[config.mk]
export PLATFORM = sky130hd
export DESIGN_NAME = mux_nx1_scan
export DESIGN_NICKNAME = d
export VERILOG_FILES = /design/src/rtl/mux_nx1_scan.sv
export SDC_FILE = /design/constraint.sdc
export NUM_CORES = 1
export LEC_CHECK = 0
export BUFFER_PORTS_ARGS = -buffer_cell sky130_fd_sc_hd__buf_4
export CAP_MARGIN = 5
export CORE_UTILIZATION = 60
export DETAILED_ROUTE_END_ITERATION = 8
export PLACE_DENSITY = 0.88
export SETUP_SLACK_MARGIN = 0.2
export SYNTH_ARGS = -nofsm -noshare
export SYNTH_HDL_FRONTEND = slang
export SYNTH_SLANG_ARGS = --single-unit
[constraint.sdc]
create_clock -name clk -period 10.3 [get_ports clk]
set_clock_uncertainty 0.15 [all_clocks]
set_input_delay 0.515 -clock clk [delete_from_list [all_inputs] [get_ports clk]]
set_output_delay 0.515 -clock clk [all_outputs]
set_load 0.03 [all_outputs]
[src/rtl/mux_nx1_scan.sv]
// Registered N:1 multiplexer with per-channel enable masking and a round-robin
// scan mode that dwells a programmable number of cycles on each enabled channel.
module mux_nx1_scan #(
    parameter int unsigned WIDTH    = 8,
    parameter int unsigned CHANNELS = 8,
    parameter int unsigned SEL_W    = $clog2(CHANNELS),
    parameter int unsigned DWELL    = 4
) (
    input  logic                        clk,
    input  logic                        rst,
    input  logic [CHANNELS*WIDTH-1:0]   I,
    input  logic [SEL_W-1:0]            S,
    input  logic                        mode,
    input  logic [CHANNELS-1:0]         en_mask,
    input  logic                        hold,
    output logic [WIDTH-1:0]            Y,
    output logic [SEL_W-1:0]            Y_ch,
    output logic                        Y_vld,
    output logic                        wrap
);

    localparam int unsigned DW_W = (DWELL > 1) ? $clog2(DWELL) : 1;

    logic [WIDTH-1:0] y_q,     y_d;
    logic [SEL_W-1:0] y_ch_q,  y_ch_d;
    logic             y_vld_q, y_vld_d;
    logic             wrap_q,  wrap_d;
    logic [SEL_W-1:0] ptr_q,   ptr_d;
    logic [DW_W-1:0]  dwell_q, dwell_d;
    logic             mode_q,  mode_d;

    logic [WIDTH-1:0] s_data;
    logic             s_en;
    logic             s_ok;
    logic [WIDTH-1:0] p_data;
    logic             p_en;
    logic [SEL_W-1:0] nxt_ptr;
    logic             nxt_found;

    // Manual-select lookup; out-of-range selects match no channel.
    always_comb begin
        s_data = '0;
        s_en   = 1'b0;
        s_ok   = (32'(S) < CHANNELS);
        for (int k = 0; k < int'(CHANNELS); k++) begin
            if (S == SEL_W'(k)) begin
                s_data = I[k*WIDTH +: WIDTH];
                s_en   = en_mask[k];
            end
        end
    end

    // Scan-pointer lookup.
    always_comb begin
        p_data = '0;
        p_en   = 1'b0;
        for (int k = 0; k < int'(CHANNELS); k++) begin
            if (ptr_q == SEL_W'(k)) begin
                p_data = I[k*WIDTH +: WIDTH];
                p_en   = en_mask[k];
            end
        end
    end

    // Circular search for the next enabled channel, starting at ptr+1;
    // the last candidate is ptr itself, so a lone enabled channel re-selects itself.
    always_comb begin
        int unsigned idx;
        nxt_found = 1'b0;
        nxt_ptr   = ptr_q;
        for (int unsigned i = 1; i <= CHANNELS; i++) begin
            idx = 32'(ptr_q) + i;
            if (idx >= CHANNELS) begin
                idx = idx - CHANNELS;
            end
            for (int k = 0; k < int'(CHANNELS); k++) begin
                if (!nxt_found && (idx == 32'(k)) && en_mask[k]) begin
                    nxt_found = 1'b1;
                    nxt_ptr   = SEL_W'(k);
                end
            end
        end
    end

    // Next-state and output selection; hold freezes everything but clears wrap.
    always_comb begin
        y_d     = y_q;
        y_ch_d  = y_ch_q;
        y_vld_d = y_vld_q;
        wrap_d  = 1'b0;
        ptr_d   = ptr_q;
        dwell_d = dwell_q;
        mode_d  = mode_q;

        if (!hold) begin
            mode_d = mode;
            if (!mode || !mode_q) begin
                y_ch_d  = S;
                y_vld_d = s_ok && s_en;
                y_d     = (s_ok && s_en) ? s_data : '0;
                if (mode) begin
                    ptr_d   = s_ok ? S : '0;
                    dwell_d = '0;
                end
            end else begin
                y_ch_d  = ptr_q;
                y_vld_d = p_en;
                y_d     = p_en ? p_data : '0;
                if (32'(dwell_q) < DWELL - 1) begin
                    dwell_d = dwell_q + DW_W'(1);
                end else begin
                    dwell_d = '0;
                    if (nxt_found) begin
                        ptr_d  = nxt_ptr;
                        wrap_d = (nxt_ptr <= ptr_q);
                    end
                end
            end
        end
    end

    always_ff @(posedge clk or posedge rst) begin
        if (rst) begin
            y_q     <= '0;
            y_ch_q  <= '0;
            y_vld_q <= 1'b0;
            wrap_q  <= 1'b0;
            ptr_q   <= '0;
            dwell_q <= '0;
            mode_q  <= 1'b0;
        end else begin
            y_q     <= y_d;
            y_ch_q  <= y_ch_d;
            y_vld_q <= y_vld_d;
            wrap_q  <= wrap_d;
            ptr_q   <= ptr_d;
            dwell_q <= dwell_d;
            mode_q  <= mode_d;
        end
    end

    assign Y     = y_q;
    assign Y_ch  = y_ch_q;
    assign Y_vld = y_vld_q;
    assign wrap  = wrap_q;

endmodule

==> impl_metrics.env, run 1 <==
export IMPL_synth_most_common_cell="nand2_1"
export IMPL_route_detailed_drc=0
export IMPL_tns_ps=0
export IMPL_synth_async_reset_ratio_pct=100.0
export IMPL_grt_first_pass_wirelength_um=20340
export IMPL_slowest_stage="ha_1"
export IMPL_postRouteAntennaNets=0
export IMPL_yosys_top_cells_count="nand2_1, nor2_1, o21ai_0"
export IMPL_yosysTopAreaCell="dfrtp_1"
export IMPL_r2r_start="ptr_q[2]"
export IMPL_critical_path_class="reg2reg"
export IMPL_avgSynthCellArea_um2=6.930
export IMPL_area_delta_synth_final_pct=17.28
export IMPL_h_tree_depth=1
export IMPL_vias=4757
export IMPL_rrSetupSlack_ps=4780
export IMPL_grt_overflow=0
export IMPL_synth_flop_cell="dfrtp_1"
export IMPL_max_clock_freq_mhz=181.3
export IMPL_grt_max_degree=73
export IMPL_die_area_um2=6533
export IMPL_io_buffer_count=91
export IMPL_cts_sinks=19
export IMPL_cts_root_buf="clkbuf_8"
export IMPL_drtIter0Drc=811
export IMPL_synth_distinct_cells=71
export IMPL_die_w_um=80.83
export IMPL_grt_pass1_vias=4217
export IMPL_ys_top_cells_by_area="dfrtp_1, mux2i_1, nand2_1"
export IMPL_min_period_ps=5516
export IMPL_endpoint="wrap"
export IMPL_ys_seq_elements=19
export IMPL_finalMaxSlewViolations=0
export IMPL_coreArea_um2=5956
export IMPL_r2r_cells=15
export IMPL_clockBufferDepth=2
export IMPL_synthesis_area_um2=3729
export IMPL_nNetsFinal=680
export IMPL_wl_per_cell_um=19.60
export IMPL_synth_warning_count=0
export IMPL_cap_violations=0
export IMPL_peakVddDrop_mv=0.2022
export IMPL_rows=28
export IMPL_antenna_cells=0
export IMPL_drtPass1Iterations=7
export IMPL_crit_chain="buf_4, clkinv_1, ha_1, and4b_1, a31o_1, or4_4, nor4b_4, nand2_1, or4b_1, a32oi_1, nor2_1, ha_1, a21oi_1, a31oi_1, nor3_1"
export IMPL_min_period_over_period_pct=53.55
export IMPL_numCtsBuffers=3
export IMPL_syn_inst=538
export IMPL_vias_per_cell=7.153
export IMPL_tightest_slew_ps=1153
export IMPL_dp_cells=661
export IMPL_cp_data_required_time_ps=10310
export IMPL_end_kind="register"
export IMPL_hold_slack_ps=223.8
export IMPL_hold_viol_final=0
export IMPL_ys_seq_area_share_pct=12.75
export IMPL_syn_nets=627
export IMPL_routed_wl_um=13030
export IMPL_drive_gt1_share_pct=19.83
export IMPL_critPathMostFrequentCell="ha_1"
export IMPL_post_dp_hpwl_um=9810
export IMPL_leakagePower_nw=1.853
export IMPL_power_density_nw_per_um2=233.0
export IMPL_netlist_area_leader_share_pct=12.75
export IMPL_insertion_delay_ps=250
export IMPL_path_clk_slew_ps=70
export IMPL_die_y_um=80.83
export IMPL_initial_core_util_pct=62.61
export IMPL_finalNonFillerCells=665
export IMPL_rsz0062_at_grt="no"
export IMPL_arrival_ps=5530
export IMPL_io_pins=92
export IMPL_outcome="complete, no violations"
export IMPL_cts_setup_buffers=0
export IMPL_start_kind="register"
export IMPL_finalSetupViolations=0
export IMPL_cts_hold_buf=0
export IMPL_slew_limit_headroom_pct=22.98
export IMPL_path_max_fanout=33
export IMPL_min_path_type="in2async"
export IMPL_place_congestion=1.017
export IMPL_r2r_end="wrap"
export IMPL_gr_usage_all_layers_pct=39.10
export IMPL_antenna_found_initial=0
export IMPL_cpPeakStageDelay_ps=700
export IMPL_crit_path_start="ptr_q[2]"
export IMPL_ctsResizeCount=0
export IMPL_cts_tree="done"
export IMPL_synth_edff_count=0
[stage by stage]
step	cell area (µm²)	setup slack, ps	util (%)	power [mW]
after global routing	4373	4671	73.42	1.091
after detailed placement	4328	5006	72.67	0.9293
after global placement	4328	5262	72.67	0.9085
final	4373	4784	73.42	1.019
after CTS	4373	4961	73.42	0.9841
after floorplan	3729	5807	-	0.7390
[worst max-delay path: cells and delay by family (launching register included)]
kind / cells / cell delay [ps]
flops: 1 / 360
compound gates: 4 / 710
buf+inv: 2 / 960
simple gates: 7 / 2200
fa+ha+maj: 2 / 1020
[layout by cell type, fill, tap and decap left out, types with 7 or more instances in the layout]
cell type,netlist,layout
nand3_1,15,15
a221oi_1,9,9
o22ai_1,12,12
inv_1,15,15
a21o_1,8,8
nor4_1,7,7
nor2_1,42,42
nand2_1,74,74
a21oi_1,38,38
nor3_1,10,10
mux4_2,7,7
a211oi_1,7,7
o21ai_0,40,40
buf_4,1,94
nor2b_1,9,9
dfrtp_1,19,17
a31oi_1,15,15
a222oi_1,9,9
o21bai_1,7,7
ha_1,10,10
mux2i_1,29,29
nand2b_1,12,12
or3_1,7,7
[where the power goes]
part | leakage [nW] | switching [mW] | internal [mW]
clock network | 0.0228 | 0.0231 | 0.0275
logic | 1.60 | 0.542 | 0.330
registers | 0.232 | 0.00798 | 0.0886
total | 1.85 | 0.573 | 0.446
[cell type report]
class                      instances  area [µm²]
fill                             496        1583
inverter                          20       75.07
tap                               75       93.84
clock buffer                       4       45.04
multi-input combinational        453        2975
timing repair buffer              94       705.7
sequential                        19       478.0
[layer usage]
| layer | track usage (%) | vias to the layer above | wire length (µm) |
|---|---|---|---|
| met5 | 0 | - | 0 |
| met4 | 11.96 | 0 | 277 |
| met3 | 9.551 | 43 | 1766 |
| met2 | 61.34 | 396 | 5927 |
| met1 | 52.44 | 2169 | 5058 |
| li1 | - | 2149 | - |
[sequential cells by signal (all words and copies together) (netlist names)]
signal,flops
wrap,1
Y_ch,3
Y,8
ptr_q,3
dwell_q,2
Y_vld,1
mode_q,1
[worst min-delay path by stage]
| stage | to | slack, ps | cells after the start |
|---|---|---|---|
| 4_1_cts | Y_ch[0] | 250 | 2 |
| 3_5_place_dp | dwell_q[1] | 330 | 2 |
| 3_3_place_gp | dwell_q[1] | 310 | 2 |
| 2_1_floorplan | dwell_q[1] | 290 | 2 |
| 6_report | Y[3] | 220 | 2 |
| 5_1_grt | Y_ch[0] | 280 | 2 |
[cell families (layout without fill, tap and decap cells)]
family	Yosys count	in the layout	share of synthesized area, %
simple gates	211	211	28.59
buf+inv	66	118	7.449
compound gates	195	195	35.24
mux	37	37	12.62
fa+ha+maj	10	10	3.356
flops	19	19	12.75
Note: power is estimated with default switching activity, not from simulation.
==> inputs of run 2 (changes only) <==
Settings changed: ABC_AREA set to 1, CORE_UTILIZATION 60 to 55, PLACE_DENSITY 0.88 to 0.83.
Clock period 10.3 ns to 5.15 ns, I/O delays scaled along.
==> run 2 against run 1 <==
Net effect: the flow now finishes with violations (hold timing, setup timing); clock power grew 110%; power grew 60%; combinational power grew 54%; count of clock-buffer cells in the layout shrank 1; design area grew 4.6%; die area grew 1.9%; global-route usage grew 1.5 points.
==> impl_metrics.env, run 2 <==
export IMPL_area_delta_synth_final_pct=31.26
export IMPL_min_period_ps=5352
export IMPL_synth_edff_count=0
export IMPL_vias=5133
export IMPL_use_met3_pct=6.444
export IMPL_p_total_mw=1.634
export IMPL_coreArea_um2=6026
export IMPL_pwr_share_comb_pct=82.0
export IMPL_synth_distinct_cells=41
export IMPL_seqPwrFrac_pct=11.4
export IMPL_drtIter0Drc=449
export IMPL_cap_violations=0
export IMPL_slowest_stage="dfrtp_1"
export IMPL_violations="hold timing, setup timing"
export IMPL_max_clock_freq_mhz=186.8
export IMPL_drive_gt1_share_pct=24.69
export IMPL_leakagePower_nw=2.193
export IMPL_path_clk_slew_ps=80
export IMPL_final_common_cell="nand2_1"
export IMPL_routed_wl_um=13560
export IMPL_syn_nets=703
export IMPL_drtPass1Iterations=6
export IMPL_ys_seq_elements=19
export IMPL_power_density_nw_per_um2=357.1
export IMPL_rows=28
export IMPL_netlist_area_leader_share_pct=16.15
export IMPL_cpPeakStageDelay_ps=410
export IMPL_cp_data_required_time_ps=5200
export IMPL_grt_overflow=0
export IMPL_critPathMostFrequentCell="nor2_2"
export IMPL_power_switching_mw=0.8635
export IMPL_wl_per_cell_um=16.78
export IMPL_switching_share_pct=52.85
export IMPL_layout_common_cells="nand2_1, buf_4, nor2_1, inv_1, o21ai_0"
export IMPL_outcome="finished, violations left"
export IMPL_synth_flop_cell="dfrtp_1"
export IMPL_nNetsFinal=823
export IMPL_end_kind="register"
export IMPL_arrival_ps=5400
export IMPL_ys_top_cells_by_area="nand2_1, dfrtp_1, inv_1"
export IMPL_n_fill_cell=513
export IMPL_start_kind="register"
export IMPL_cts_root_buf="clkbuf_8"
export IMPL_p_int_mw=0.7704
export IMPL_peakVddDrop_mv=0.2319
export IMPL_met2_usage_pct=69.92
export IMPL_h_tree_depth=1
export IMPL_io_buffer_count=91
export IMPL_slew_limit_headroom_pct=30.33
export IMPL_antenna_cells=0
export IMPL_grt_first_pass_wirelength_um=21020
export IMPL_finalSetupViolations=1
export IMPL_largest_reg_flops=8
export IMPL_ys_seq_area_share_pct=13.64
export IMPL_clockBufferDepth=2
export IMPL_cts_sinks=19
export IMPL_avgSynthCellArea_um2=5.677
export IMPL_synth_async_reset_ratio_pct=100.0
export IMPL_antenna_found_initial=0
export IMPL_place_congestion=1.038
export IMPL_post_dp_hpwl_um=10730
export IMPL_die_area_um2=6660
export IMPL_hold_slack_ps=-15.43
export IMPL_path_max_fanout=7
export IMPL_grt_max_degree=21
export IMPL_cts_tree="done"
export IMPL_io_pins=92
export IMPL_finalMaxSlewViolations=0
export IMPL_synth_most_common_cell="nand2_1"
export IMPL_gr_usage_all_layers_pct=40.65
export IMPL_critical_path_class="reg2reg"
export IMPL_vias_per_cell=6.353
export IMPL_fin_ws_ps=-202.0
export IMPL_place_ws_ps=-284.8
export IMPL_power_frac_clock_pct=6.6
export IMPL_synthesis_area_um2=3486
export IMPL_yosys_top_cells_count="nand2_1, inv_1, nor2_1"
export IMPL_hold_viol_final=19
export IMPL_die_y_um=81.61
export IMPL_yosysTopAreaCell="nand2_1"
export IMPL_grt_busiest_layer="met2"
export IMPL_numCtsBuffers=3
export IMPL_route_detailed_drc=0
export IMPL_rsz0062_at_grt="yes"
export IMPL_min_path_type="in2async"
export IMPL_insertion_delay_ps=260
export IMPL_grt_pass1_vias=4672
export IMPL_initial_core_util_pct=57.85
export IMPL_postRouteAntennaNets=0
export IMPL_grtUsageMet1_pct=47.17
export IMPL_tightest_slew_ps=1037
export IMPL_die_w_um=81.61
export IMPL_syn_inst=614
export IMPL_synth_warning_count=0
export IMPL_min_period_over_period_pct=103.9
==> run 2: power groups by stage <==
| stage | clock network, mW | registers [mW] | logic, mW |
|---|---|---|---|
| detailed placement | 0 | 0.189 | 1.21 |
| global placement | 0 | 0.188 | 1.18 |
| CTS | 0.106 | 0.186 | 1.27 |
| global route | 0.113 | 0.189 | 1.47 |
| finish | 0.108 | 0.187 | 1.34 |
| floorplan | 0 | 0.214 | 0.788 |
==> run 2: cells by family (layout without fill, tap and decap cells) <==
group           after synthesis  count (layout)  share of synthesized area [%]
simple gates                340             340                          45.44
buf+inv                     110             229                          12.42
fa+ha+maj                    10              10                          3.589
compound gates              135             135                          24.91
flops                        19              19                          13.64
==> run 2: layout make-up <==
cell class	instances	area (µm²)	area share [%]
clock buffer	3	41.29	0.9024
clock inverter	1	5.005	0.1094
inverter	92	345.3	7.547
multi-input combinational	485	2616	57.18
sequential	19	475.5	10.39
tap	75	93.84	2.051
timing repair buffer	133	998.5	21.82
==> run 2: timing repair <==
action | in CTS | in global routing
gates resized for setup | 3 | 5
setup buffers | 4 | 5
pin swaps | 1 | 2
setup endpoints to repair | 4 | 4
hold buffers | 0 | 0
==> run 2: critical path, delay by kind of cell (launching register included) <==
kind / cells / cell delay, ps
AOI/OAI and AO/OA: 3 / 510
adders and majority gates: 2 / 500
buffers and inverters: 4 / 420
DFF: 1 / 410
and+or+nand+nor: 31 / 3310
==> run 2: layer usage <==
metal / up-vias / share of wire, %
li1: 2343 / -
met1: 2287 / 37
met2: 400 / 47
met3: 103 / 10
met4: 0 / 6.0
met5: - / 0
==> run 2: final timing paths <==
| check | start | slack, ps | cells past startpoint | to |
|---|---|---|---|---|
| worst min-delay path | rst | -20 | 2 | dwell_q[1] |
| max in group asynchronous | rst | 4390 | 2 | Y[2] |
| worst min register to register | dwell_q[1] | 350 | 2 | dwell_q[1] |
| worst max register to register | ptr_q[0] | -200 | 40 | wrap |
| worst max-delay path | ptr_q[0] | -200 | 40 | wrap |
| min in group clk | mode | 110 | 3 | mode_q |
==> run 2: through the flow <==
stage	setup TNS [ps]	area [µm²]	utilization (%)	std cells	hold slack, ps
after floorplan	-11.43	3487	-	614	58.63
after global placement	-39.92	4423	73.40	795	253.5
after detailed placement	-284.8	4423	73.40	795	284.7
after CTS	-71.69	4524	75.08	803	0.2900
after global routing	-1507	4576	75.93	808	48.04
final	-202.0	4576	75.93	808	-15.43
